File: src/rtl/uart_pkg.sv
// Shared definitions for the UART baud-rate scheduler: FSM state encoding,
// named baud codes and the divisor clamp used when a table value is captured.
package uart_pkg;

    // Scheduler phases
    typedef enum logic [2:0] {
        ST_INIT  = 3'd0,
        ST_RUN   = 3'd1,
        ST_DRAIN = 3'd2,
        ST_LOAD  = 3'd3,
        ST_ACK   = 3'd4
    } sched_state_e;

    // Baud codes as understood by the divisor table
    localparam logic [3:0] BPS_600    = 4'h3;
    localparam logic [3:0] BPS_1200   = 4'h4;
    localparam logic [3:0] BPS_2400   = 4'h5;
    localparam logic [3:0] BPS_4800   = 4'h6;
    localparam logic [3:0] BPS_9600   = 4'h7;
    localparam logic [3:0] BPS_14400  = 4'h8;
    localparam logic [3:0] BPS_19200  = 4'h9;
    localparam logic [3:0] BPS_28800  = 4'hA;
    localparam logic [3:0] BPS_38400  = 4'hB;
    localparam logic [3:0] BPS_57600  = 4'hC;
    localparam logic [3:0] BPS_76800  = 4'hD;
    localparam logic [3:0] BPS_115200 = 4'hE;
    localparam logic [3:0] BPS_230400 = 4'hF;

    localparam int          DIV_W   = 16;
    // A divisor of 0 or 1 would leave no room for a distinct half-bit tick
    localparam logic [15:0] DIV_MIN = 16'd2;

    function automatic logic [15:0] clamp_div(input logic [15:0] d);
        return (d < DIV_MIN) ? DIV_MIN : d;
    endfunction

endpackage

File: src/rtl/uart_baud_tick.sv
// Bit-period counter: counts 0..div-1 and emits a full-bit and a mid-bit pulse.
// run=0 holds the count, restart forces it to 0 (and suppresses ticks).
module uart_baud_tick
    import uart_pkg::*;
(
    input  logic             clk,
    input  logic             rst,
    input  logic [DIV_W-1:0] div,
    input  logic             run,
    input  logic             restart,
    output logic             baud_tick,
    output logic             half_tick
);

    logic [DIV_W-1:0] count;
    logic [DIV_W-1:0] last;
    logic [DIV_W-1:0] half_last;

    assign last      = div - 16'd1;
    assign half_last = (div >> 1) - 16'd1;

    // Free-running wrap counter; >= guards against a divisor that shrank under it
    always_ff @(posedge clk) begin
        if (rst || restart) begin
            count <= '0;
        end else if (run) begin
            count <= (count >= last) ? '0 : count + 16'd1;
        end
    end

    assign baud_tick = run && !restart && (count == last);
    assign half_tick = run && !restart && (count == half_last);

endmodule

File: src/rtl/uart_bps_sched.sv
// Baud-rate change scheduler: waits for the UART to go quiet, switches the
// divisor-table code, lets the table settle, captures the new divisor and
// acknowledges. Same-code requests are acknowledged without disturbing ticks.
module uart_bps_sched
    import uart_pkg::*;
#(
    parameter logic [3:0] DEFAULT_BPS   = BPS_115200,
    parameter int         IDLE_GUARD    = 16,
    parameter int         SETTLE_CYCLES = 2
) (
    input  logic        clk,
    input  logic        rst,
    input  logic        cfg_req,
    input  logic [3:0]  cfg_bps,
    output logic        cfg_ack,
    input  logic        tx_busy,
    input  logic        rx_busy,
    output logic        uart_hold,
    output logic [3:0]  bps_sel,
    input  logic [15:0] bps_cnt_data,
    output logic [3:0]  cur_bps,
    output logic        baud_tick,
    output logic        half_tick
);

    localparam int GW = (IDLE_GUARD    < 2) ? 1 : $clog2(IDLE_GUARD + 1);
    localparam int SW = (SETTLE_CYCLES < 2) ? 1 : $clog2(SETTLE_CYCLES + 1);
    localparam logic [GW-1:0] GUARD_LAST  = GW'(IDLE_GUARD - 1);
    localparam logic [SW-1:0] SETTLE_LAST = SW'(SETTLE_CYCLES - 1);

    sched_state_e      state;
    logic [3:0]        new_bps;
    logic [15:0]       div_r;
    logic [GW-1:0]     guard;
    logic [SW-1:0]     settle;
    logic              tick_run;
    logic              tick_restart;

    // Scheduler FSM with registered hold/ack/code/divisor outputs
    always_ff @(posedge clk) begin
        if (rst) begin
            state     <= ST_INIT;
            uart_hold <= 1'b1;
            cfg_ack   <= 1'b0;
            bps_sel   <= DEFAULT_BPS;
            cur_bps   <= DEFAULT_BPS;
            new_bps   <= DEFAULT_BPS;
            div_r     <= '0;
            guard     <= '0;
            settle    <= '0;
        end else begin
            cfg_ack <= 1'b0;
            case (state)
                ST_INIT: begin
                    if (settle == SETTLE_LAST) begin
                        settle    <= '0;
                        div_r     <= clamp_div(bps_cnt_data);
                        uart_hold <= 1'b0;
                        state     <= ST_RUN;
                    end else begin
                        settle <= settle + 1'b1;
                    end
                end
                ST_RUN: begin
                    if (cfg_req) begin
                        if (cfg_bps != cur_bps) begin
                            new_bps   <= cfg_bps;
                            guard     <= '0;
                            uart_hold <= 1'b1;
                            state     <= ST_DRAIN;
                        end else begin
                            cfg_ack <= 1'b1;
                            state   <= ST_ACK;
                        end
                    end
                end
                ST_DRAIN: begin
                    // Any busy cycle restarts the quiet window; the switch fires
                    // on the cycle the count would reach IDLE_GUARD.
                    if (tx_busy || rx_busy) begin
                        guard <= '0;
                    end else if (guard == GUARD_LAST) begin
                        guard   <= '0;
                        bps_sel <= new_bps;
                        settle  <= '0;
                        state   <= ST_LOAD;
                    end else begin
                        guard <= guard + 1'b1;
                    end
                end
                ST_LOAD: begin
                    if (settle == SETTLE_LAST) begin
                        settle    <= '0;
                        div_r     <= clamp_div(bps_cnt_data);
                        cur_bps   <= new_bps;
                        uart_hold <= 1'b0;
                        cfg_ack   <= 1'b1;
                        state     <= ST_ACK;
                    end else begin
                        settle <= settle + 1'b1;
                    end
                end
                ST_ACK: begin
                    state <= ST_RUN;
                end
                default: begin
                    uart_hold <= 1'b1;
                    state     <= ST_INIT;
                end
            endcase
        end
    end

    // Old divisor keeps ticking through DRAIN; LOAD parks the counter at 0
    // so the first post-switch bit period starts cleanly in ACK.
    assign tick_run     = (state == ST_RUN) || (state == ST_DRAIN) || (state == ST_ACK);
    assign tick_restart = (state == ST_LOAD);

    uart_baud_tick u_tick (
        .clk       (clk),
        .rst       (rst),
        .div       (div_r),
        .run       (tick_run),
        .restart   (tick_restart),
        .baud_tick (baud_tick),
        .half_tick (half_tick)
    );

endmodule

File: config.mk
export PLATFORM = sky130hd
export DESIGN_NAME = uart_bps_sched
export DESIGN_NICKNAME = d
export VERILOG_FILES = /design/src/rtl/uart_pkg.sv /design/src/rtl/uart_baud_tick.sv /design/src/rtl/uart_bps_sched.sv
export SDC_FILE = /design/constraint.sdc
export NUM_CORES = 1
export LEC_CHECK = 0
export BUFFER_PORTS_ARGS = -buffer_cell sky130_fd_sc_hd__buf_2
export CAP_MARGIN = 40
export CORE_MARGIN = 1.5
export CORE_UTILIZATION = 40
export CTS_BUF_LIST = sky130_fd_sc_hd__clkbuf_4
export DETAILED_ROUTE_END_ITERATION = 16
export RECOVER_POWER = 25
export SLEW_MARGIN = 20
export SYNTH_ARGS = -nofsm -noshare
export SYNTH_HDL_FRONTEND = slang
export SYNTH_SLANG_ARGS = --single-unit
File: constraint.sdc
create_clock -name clk -period 5.1 [get_ports clk]
set_input_delay 0.51 -clock clk [delete_from_list [all_inputs] [get_ports clk]]
set_output_delay 0.51 -clock clk [all_outputs]
set_load 0.02 [all_outputs]
# Word-level counts from Yosys, hierarchy flattened

Cells that the tools add are included.

Register bits: 56
Output and inout bits: 12
Logic and storage cells: 82

Add/sub/neg operators: 5
Order comparisons: 2
Equality and inequality tests: 16
Muxes and demuxes: 26
Bitwise logic cells: 2
Reduce and logical (&&, ||, !) cells: 21

Operator list:

| kind                                                | number |
|---|---|
| equality test 16 bit                                | 2 |
| two-way mux 16 bit                                  | 2 |
| two-way mux 5 bit                                   | 4 |
| two-way mux 3 bit                                   | 6 |
| adder 16 x 1 -> 16 bit, second input constant       | 1 |
| greater-or-equal comparator 16 bit                  | 1 |
| < comparator 16 x 2 -> 1 bit, second input constant | 1 |
| subtractor 15 x 1 -> 16 bit, second input constant  | 1 |
| subtractor 16 x 1 -> 16 bit, second input constant  | 1 |
| one-hot mux 3 bit (5 select lines)                  | 1 |
| inequality test 2 bit, second input constant        | 6 |
| AND reduction 3 bit                                 | 4 |
| one-hot mux 5 bit (2 select lines)                  | 1 |
| equality test 3 x 2 -> 1 bit, second input constant | 2 |
| two-way mux 1 bit                                   | 6 |
| two-way mux 2 bit                                   | 3 |
| adder 5 x 1 -> 5 bit, second input constant         | 1 |
| equality test 5 x 4 -> 1 bit, second input constant | 1 |
| AND reduction 5 bit                                 | 1 |
| logical OR 1 bit                                    | 4 |
| inequality test 4 bit                               | 1 |
| one-hot mux 2 bit (2 select lines)                  | 1 |
| AND reduction 2 bit                                 | 2 |
| AND reduction 4 bit                                 | 1 |
| 13 further kinds                                    | 18 |

# Logic depth before layout (Yosys ltp)

Gate-level depths: netlist of the first run.

Depth after elaboration: 5
Gate-level depth with buffers: 15
Gate-level depth less buffers: 14

# Cells and area by module

From an unflattened synthesis of the first run, not the netlist that was laid out.

Cells, all modules: 415
Area total of the unflattened synthesis: 3580.9 um2

Modules (own cells, without submodules):

| module         | instances | cells an instance | area each (um2) |
|---|---|---|---|
| uart_baud_tick | 1         | 236               | 1836.8 |
| uart_bps_sched | 1         | 179               | 1744.2 |

# Worst setup path before layout of the first run

OpenSTA, ideal clock, no wires.

Path kind: reg2out
Start point: reg div_r[1]
End point: out half_tick
Arrival: 2.482 ns
Required time: 4.590 ns
Slack: 2.108 ns
Stages on the path, launching flop included: 10
Cell sequence: dfxtp_1 > inv_1 > ha_1 > clkbuf_2 > nor4b_1 > nand3_1 > or3b_1 > nand3_1 > o21ai_1 > a2111oi_2

Longest elaborated chain between the ends: 3

RTL lines:

| item                        | RTL line             | RTL |
|---|---|---|
| from (decl)                 | uart_bps_sched.sv:33 | `logic [15:0] div_r;` |
| from (signal assigned)      | uart_bps_sched.sv:57 | `div_r <= clamp_div(bps_cnt_data);` |
| from (signal assigned)      | uart_bps_sched.sv:94 | `div_r <= clamp_div(bps_cnt_data);` |
| subtractor 15 x 1 -> 16 bit | uart_baud_tick.sv:20 | `assign half_last = (div >> 1) - 16'd1;` |
| equality test 16 bit        | uart_baud_tick.sv:32 | `assign half_tick = run && !restart && (count == half_last);` |
| logical AND 1 bit           | uart_baud_tick.sv:32 |  |
| to (decl)                   | uart_bps_sched.sv:23 | `output logic half_tick` |

Every way passes these cells.

# Worst setup path after layout of the first run

Start point: reg div_r[1]
End point: out baud_tick

Longest elaborated chain between the ends: 3

RTL lines:

| item                        | RTL line             | RTL |
|---|---|---|
| subtractor 16 x 1 -> 16 bit | uart_baud_tick.sv:19 | `assign last = div - 16'd1;` |
| equality test 16 bit        | uart_baud_tick.sv:31 | `assign baud_tick = run && !restart && (count == last);` |
| logical AND 1 bit           | uart_baud_tick.sv:31 |  |
| to (decl)                   | uart_bps_sched.sv:22 | `output logic baud_tick,` |

Every way passes these cells.

==> flow_metrics.tcl, run 1 <==
set metrics [dict create \
    yosysTopAreaCell "dfxtp_1" \
    cts_tree "done" \
    insertion_delay_ns 0.39 \
    core-area_um2 8340 \
    die-area_um2 9280 \
    synth_most_common_cell "dfxtp_1" \
    synth-edff-count 0 \
    ys_seq_elements 56 \
    die-width_um 96.3 \
    syn_to_final_growth_pct 8.62 \
    rsz0062_at_grt "no" \
    hold_ws_ns 0.363 \
    timing.final.crit_share 0.744 \
    ctsHoldBuffers 0 \
    cts-root-buf "clkbuf_4" \
    path_max_fanout 9 \
    cts.path.max_buffers 2 \
    wl_per_cell_um 14.4 \
    syn_inst 419 \
    setup_viol 0 \
    drt-vias-per-instance 5.32 \
    htreeDepth 2 \
    status "completed" \
    routed_wl_mm 7.97 \
    cts_resized 0 \
    grt_remaining_overflow 0 \
    rows 33 \
    setup_tns_ns 0 \
    cp-end-kind "output pin" \
    die-height_um 96.3 \
    ant_nets 0 \
    io_pins 37 \
    grt_pass1_wl_mm 13.2 \
    clock_skew_ns 0.0113 \
    grt_pass1_vias 2749 \
    synthDominantCellAreaShare 0.322 \
    max-cap-violations 0 \
    start_util 0.418 \
    tightest_slew_ns 0.745 \
    route.detailed.drc 0 \
    synth_common_cells "dfxtp_1 (56), nor2_1 (47), xnor2_1 (35)" \
    cts_setup_buffers 0 \
    path_class "register to output pin" \
    min_path_type "input pin to register" \
    min_path_cells 3 \
    synth_warnings 0 \
    dp_hpwl_mm 6.15 \
    synth_nets 465 \
    drv_slew 0 \
    p_leak_nw 1.46 \
    clk_pin_slew_worst_paths_ns 0.17 \
    final_nets 492 \
    critical_path_arrival_ns 3.28 \
    drt_iter0_drc 186 \
    drive_gt1_frac 0.0962 \
    netlist_area_um2 3480 \
    via_count 2934 \
    ys_seq_area_frac 0.322 \
    grt_usage 0.183 \
    antennaDiodeCount 0 \
    critPathLaunchType "register" \
    synth-main-ff-cell "dfxtp_1" \
    grt_antenna_before_repair 0 \
    drt_first_pass_iters 4 \
    relSlewSlack 0.504 \
    finalHoldViolCount 0 \
    irDropWorstVdd_mv 0.278 \
    fillers 865 \
    crit_required_ns 4.59 \
    power_density_nw_per_um2 503 \
    synthArstFlopShare 0 \
    reg2regPathDepth 12 \
    place_congestion 0.809 \
    cts_made_buffers 5 \
    max_clock_freq_ghz 0.264 \
    grt_max_degree 42 \
    clock-sinks 56 \
    syn_avg_cell_area_um2 8.32 \
    io_buffers 36 \
    synth_cell_types 50 \
    synthTopCellsByArea "dfxtp_1 (32%), xnor2_1 (8.8%), ha_1 (7.5%)" \
    layout_min_cycle_time_ns 3.79 \
]
[where the power goes]
group          internal (W)  leakage, nW  total [W]  switching, W
clock network     0.0000583       0.0333   0.000215      0.000157
logic              0.000484        0.977    0.00108      0.000599
registers          0.000499        0.455   0.000604      0.000105
[worst max-delay path, stage by stage (launching register included)]
cell      delay (ns)
dfxtp_1         0.38
inv_1           0.14
ha_1            0.34
nor4b_1         0.51
nand2b_1        0.16
a21oi_1         0.19
xnor2_1         0.11
ha_1            0.31
nand4_1         0.11
nor3_1          0.28
and3_1          0.21
buf_2           0.17
[final cells by class]
cell class / instances / area (um2) / area share
Sequential cell: 56 / 1120 / 0.296
Multi-Input combinational cell: 329 / 2210 / 0.585
Clock buffer: 5 / 37.5 / 0.00992
Timing Repair Buffer: 40 / 201 / 0.0532
Clock inverter: 3 / 27.5 / 0.00727
Inverter: 14 / 52.6 / 0.0139
Tap cell: 105 / 131 / 0.0347
[registers in the layout, summed over array words and instances (netlist names), 2 cells and up]
name          flops
cur_bps           4
guard             5
state             3
bps_sel           4
settle            2
new_bps           4
div_r            16
u_tick.count     16
[metrics by stage]
stage,std cells,utilization,area (um2),power [W],setup WS [ns]
final,552,0.454,3780,0.00190,1.31
after CTS,552,0.455,3800,0.00192,1.29
after global placement,542,0.445,3710,0.00165,1.85
after global routing,552,0.454,3780,0.00208,0.994
after detailed placement,544,0.448,3730,0.00169,1.76
after floorplan,419,-,3480,0.00146,2.11
[cell usage in the layout, fill, tap and decap left out, drive strengths merged, types with 2 or more instances in the layout]
cell,n
nand2,25
a21oi,20
xor2,14
ha,21
nand4,10
clkbuf,16
and4,2
o31ai,2
a31oi,5
nand4b,3
o21a,4
nor2b,12
nand3,16
buf,29
a211o,9
and3,9
xnor2,35
o21ai,8
nand2b,2
and4b,2
and2,3
a21o,2
nor2,47
nor3b,4
mux2i,19
nor4,7
nand3b,2
nor3,32
dfxtp,56
inv,15
[routing by layer]
metal	global-route usage	routed length (um)
met5	0	0
met4	0.0374	59
met3	0.0284	340
met2	0.280	3450
met1	0.269	4120
[worst paths after layout]
| path | startpoint | endpoint | slack, ns |
|---|---|---|---|
| setup / recovery | div_r[1] | baud_tick | 1.31 |
| hold / removal | bps_cnt_data[7] | div_r[7] | 0.36 |
| setup reg to reg | div_r[5] | u_tick.count[1] | 1.88 |
| hold reg to reg | bps_sel[3] | bps_sel[3] | 0.49 |
[cells by family (layout without fill, tap and decap cells)]
logic type	Yosys count	count (layout)	synth area share
AOI/OAI and AO/OA	57	57	0.108
xor gates and xnor gates	49	49	0.123
adders and majority gates	21	21	0.0754
buffers and inverters	34	62	0.0438
DFF	56	56	0.322
muxes	19	19	0.0546
and+or+nand+nor	183	183	0.273
(Power assumes the default switching activity.)
==> run 2, diff against run 1 <==
==> constraint.sdc (replaced) <==
create_clock -name clk -period 3.2 [get_ports clk]
set_input_delay 0.32 -clock clk [delete_from_list [all_inputs] [get_ports clk]]
set_output_delay 0.32 -clock clk [all_outputs]
set_load 0.02 [all_outputs]
==> flow_metrics.tcl, run 2 (synthesis gave the netlist of run 1 again) <==
set metrics [dict create \
    finalHoldViolCount 0 \
    die-height_um 96.3 \
    place_congestion 0.864 \
    final_common_cell "dfxtp_1" \
    drt_first_pass_iters 4 \
    route.detailed.drc 0 \
    setup_viol 0 \
    rows 33 \
    max_clock_freq_ghz 0.327 \
    grt_usage 0.186 \
    tightest_slew_ns 0.484 \
    status "completed" \
    fillers 821 \
    drt_iter0_drc 142 \
    clock-sinks 56 \
    crit_required_ns 2.88 \
    drive_gt1_frac 0.162 \
    insertion_delay_ns 0.39 \
    grt_remaining_overflow 0 \
    critical_path_arrival_ns 2.74 \
    ant_nets 0 \
    irDropWorstVdd_mv 0.350 \
    max-cap-violations 0 \
    core-area_um2 8340 \
    min_path_type "input pin to register" \
    dp_slack_ns 0.203 \
    cts_tree "done" \
    syn_to_final_growth_pct 15.0 \
    setup_ws_ns 0.141 \
    critical-path-top-delay-family "compound AO/OA/AOI/OAI gates" \
    drv_slew 0 \
    regArea_um2 1130 \
    grt_pass1_vias 2758 \
    r2r_slack_ns 0.47 \
    final_nets 503 \
    cts-root-buf "clkbuf_4" \
    via_count 3055 \
    grt_pass1_wl_mm 13.3 \
    die-area_um2 9280 \
    final_area_um2 4010 \
    path_max_fanout 6 \
    clock_skew_ns 0.0153 \
    cpPeakStageDelay_ns 0.59 \
    io_pins 37 \
    multi_input_area_um2 2330 \
    cts.path.max_buffers 2 \
    dp_hpwl_mm 6.14 \
    htreeDepth 2 \
    drt-vias-per-instance 5.43 \
    layout_min_cycle_time_ns 3.06 \
    p_leak_nw 1.57 \
    antennaDiodeCount 0 \
    routed_wl_mm 8.21 \
    cpMaxStageDelayCell "or4_4" \
    die-width_um 96.3 \
    start_util 0.418 \
    critPathLaunchType "register" \
    reg_top3 "div_r x16, u_tick.count x16, guard x5" \
    relSlewSlack 0.674 \
    power_density_nw_per_um2 845 \
    path_class "register to output pin" \
    grt_max_degree 42 \
    timing.final.crit_share 0.956 \
    cts_made_buffers 5 \
    dpl_cell_area_um2 3790 \
    crit_buf_inv 1 \
    final_cell_mix "dfxtp_1 (52), nor2_1 (44), xnor2_1 (35)" \
    wl_per_cell_um 14.6 \
    cp-end-kind "output pin" \
    clk_pin_slew_worst_paths_ns 0.17 \
    cp_cell_sequence "or4_4, o21a_1, nor3_1, o31ai_1, a2111o_1, a2111oi_4, buf_4" \
    grt_antenna_before_repair 0 \
    hold_ws_ns 0.174 \
    io_buffers 36 \
]
[run 2: through the flow]
step | setup TNS, ns | std cells | total power, W | util
2_1_floorplan | 0 | 419 | 0.00233 | -
3_3_place_gp | 0 | 552 | 0.00270 | 0.454
3_5_place_dp | 0 | 552 | 0.00274 | 0.454
4_1_cts | 0 | 561 | 0.00324 | 0.470
5_1_grt | -0.0140 | 563 | 0.00368 | 0.481
6_report | 0 | 563 | 0.00339 | 0.481
[run 2: where the power goes]
| part | leakage [nW] | switching [W] | internal (W) | total [W] |
|---|---|---|---|---|
| Sequential | 0.457 | 0.000164 | 0.000802 | 0.000966 |
| Clock | 0.0418 | 0.000240 | 0.000167 | 0.000407 |
| Combinational | 1.07 | 0.00107 | 0.000945 | 0.00201 |
[run 2: final timing paths]
path / startpoint / end / depth (start not counted)
hold / removal: bps_cnt_data[8] / div_r[8] / 3
hold reg to reg: bps_sel[3] / bps_sel[3] / 1
setup reg to reg: div_r[5] / u_tick.count[0] / 14
setup / recovery: div_r[2] / half_tick / 7
[run 2: metal layers]
| metal | global-route usage | up-vias | share of wire |
|---|---|---|---|
| met5 | 0 | - | 0 |
| met4 | 0.0411 | 0 | 0.010 |
| li1 | - | 1555 | - |
| met1 | 0.275 | 1440 | 0.52 |
| met2 | 0.281 | 53 | 0.44 |
| met3 | 0.0300 | 7 | 0.029 |
[run 2: layout make-up]
cell class / instances / share of cell area
well taps: 105 / 0.0328
flip-flops and latches: 56 / 0.282
repair buffers: 51 / 0.0696
clock buffers: 5 / 0.00936
clock inverters: 3 / 0.0115
multi-input cells: 329 / 0.581
inverters: 14 / 0.0131
[run 2: worst min-delay path, stage by stage]
cell and delay (ns):
buf_2 0.09, mux2i_1 0.06, nor2_1 0.07
[run 2: repair_timing]
item	in CTS	in global routing
pin swaps	1	5
gates resized for setup	7	22
setup buffers	1	2
setup endpoints to repair	2	2
hold buffers	0	0
endpoints found under the hold margin	0	0
==> run 3, diff against run 2 <==
--- a/config.mk
+++ b/config.mk
@@ -11,7 +11,6 @@
 export CORE_UTILIZATION = 40
 export CTS_BUF_LIST = sky130_fd_sc_hd__clkbuf_4
 export DETAILED_ROUTE_END_ITERATION = 16
-export RECOVER_POWER = 25
 export SLEW_MARGIN = 20
 export SYNTH_ARGS = -nofsm -noshare
 export SYNTH_HDL_FRONTEND = slang
==> flow_metrics.tcl, run 3 (synthesis gave the netlist of run 1 again) <==
set metrics [dict create \
    status "completed" \
    cts_made_buffers 5 \
    htreeDepth 2 \
    r2r_slack_ns 0.48 \
    reg_top3 "div_r x16, u_tick.count x16, guard x5" \
    path_max_fanout 6 \
    post-route-util 0.483 \
    via_count 3052 \
    dp_cells 552 \
    setup_tns_ns 0 \
    path_class "register to output pin" \
    r2r-end "u_tick.count[0]" \
    cp-end-kind "output pin" \
    dp_hpwl_mm 6.14 \
    io_pins 37 \
    crit_required_ns 2.88 \
    max_clock_freq_ghz 0.327 \
    crit_buf_inv 1 \
    drv_slew 0 \
    wl_per_cell_um 14.6 \
    cts_tree "done" \
    grt_pass1_wl_mm 13.3 \
    max-cap-violations 0 \
    critical-path-top-delay-family "compound AO/OA/AOI/OAI gates" \
    final_cell_mix "dfxtp_1 (52), nor2_1 (44), xnor2_1 (35), buf_2 (35), nor3_1 (30)" \
    p_leak_nw 1.59 \
    clock-sinks 56 \
    cpPeakStageDelay_ns 0.59 \
    cts.path.max_buffers 2 \
    min_path_cells 3 \
    insertion_delay_ns 0.39 \
    final_common_cell "dfxtp_1" \
    final_nets 503 \
    timing.final.crit_share 0.955 \
    setup_ws_ns 0.143 \
    grt_antenna_before_repair 0 \
    drt_first_pass_iters 4 \
    setup_viol 0 \
    min_path_type "input pin to register" \
    die-width_um 96.3 \
    cp_cell_sequence "or4_4, o21a_1, nor3_1, o31ai_1, a2111o_1, a2111oi_4, buf_4" \
    routed_wl_mm 8.21 \
    cts-root-buf "clkbuf_4" \
    core-area_um2 8340 \
    hold_end "div_r[8]" \
    drive_gt1_frac 0.186 \
    critPathLaunchType "register" \
    grt_max_degree 42 \
    drt_iter0_drc 154 \
    fillers 813 \
    rows 33 \
    tightest_slew_ns 0.490 \
    layout_min_cycle_time_ns 3.06 \
    antennaDiodeCount 0 \
    grt_usage 0.186 \
    route.detailed.drc 0 \
    dp_slack_ns 0.203 \
    drt-vias-per-instance 5.42 \
    relSlewSlack 0.671 \
    clock_skew_ns 0.0159 \
    start_util 0.418 \
    reg2regPathDepth 14 \
    irDropWorstVdd_mv 0.350 \
    grt_pass1_vias 2758 \
    regArea_um2 1130 \
    ant_nets 0 \
    multi_input_area_um2 2330 \
    grt_remaining_overflow 0 \
    io_buffers 36 \
    critical_path_arrival_ns 2.74 \
    die-area_um2 9280 \
    place_congestion 0.864 \
    instances_no_fill 563 \
    power_density_nw_per_um2 841 \
    syn_to_final_growth_pct 15.5 \
    clk_pin_slew_worst_paths_ns 0.16 \
    finalHoldViolCount 0 \
    die-height_um 96.3 \
    reg2reg_from "div_r[5]" \
    cpMaxStageDelayCell "or4_4" \
    power_w 0.00339 \
    hold_start "bps_cnt_data[8]" \
]
[run 3: cell types whose count changed in the layout (fill, tap and decap cells not counted)]
| cell | change |
|---|---|
| buf_4 | +1 |
| buf_2 | +10 |
| clkbuf_1 | -11 |
[run 3: metrics by stage]
stage          hold slack [ns]  area [um2]
2_1_floorplan            0.451        3480
3_3_place_gp             0.441        3790
3_5_place_dp             0.449        3790
4_1_cts                  0.150        3920
5_1_grt                  0.161        4030
6_report                 0.174        4030
[run 3: worst reg2reg max path: cells and delay by family (launching register included)]
family	cells	cell delay, ns
simple gates	7	1.04
compound gates	3	0.44
flops	1	0.36
buf+inv	2	0.34
fa+ha+maj	1	0.30
xor+xnor	1	0.16
[run 3: final cells by class]
| cell class | instances | share of cell area |
|---|---|---|
| Multi-Input combinational cell | 329 | 0.579 |
| Inverter | 14 | 0.0131 |
| Clock buffer | 5 | 0.00933 |
| Tap cell | 105 | 0.0326 |
| Timing Repair Buffer | 51 | 0.0734 |
| Clock inverter | 3 | 0.0115 |
| Sequential cell | 56 | 0.281 |
[run 3: power by group]
| group | switching, W | internal, W |
|---|---|---|
| clock | 0.000240 | 0.000167 |
| sequential | 0.000164 | 0.000802 |
| combinational | 0.00107 | 0.000947 |
| total | 0.00147 | 0.00192 |
[run 3: how the worst max path moves through the flow]
stage	startpoint	endpoint	slack [ns]	depth (start not counted)
after global routing	div_r[5]	baud_tick	-0.01	10
final	div_r[2]	half_tick	0.14	7
after CTS	div_r[6]	half_tick	0.01	8
after detailed placement	div_r[1]	baud_tick	0.20	11
after global placement	div_r[5]	baud_tick	0.33	10
after floorplan	div_r[5]	u_tick.count[10]	0.21	13
[run 3: per-layer routing]
metal	up-vias	global-route usage	routed length, um
li1	1557	-	-
met1	1436	0.275	4290
met4	0	0.0411	84
met5	-	0	0
met2	52	0.281	3580
met3	7	0.0300	249
[run 3: repair_timing]
item	CTS	global route
resized for setup	7	22
setup endpoints to repair	2	2
pin swaps	1	5
hold buffers	0	0
buffers inserted	1	2
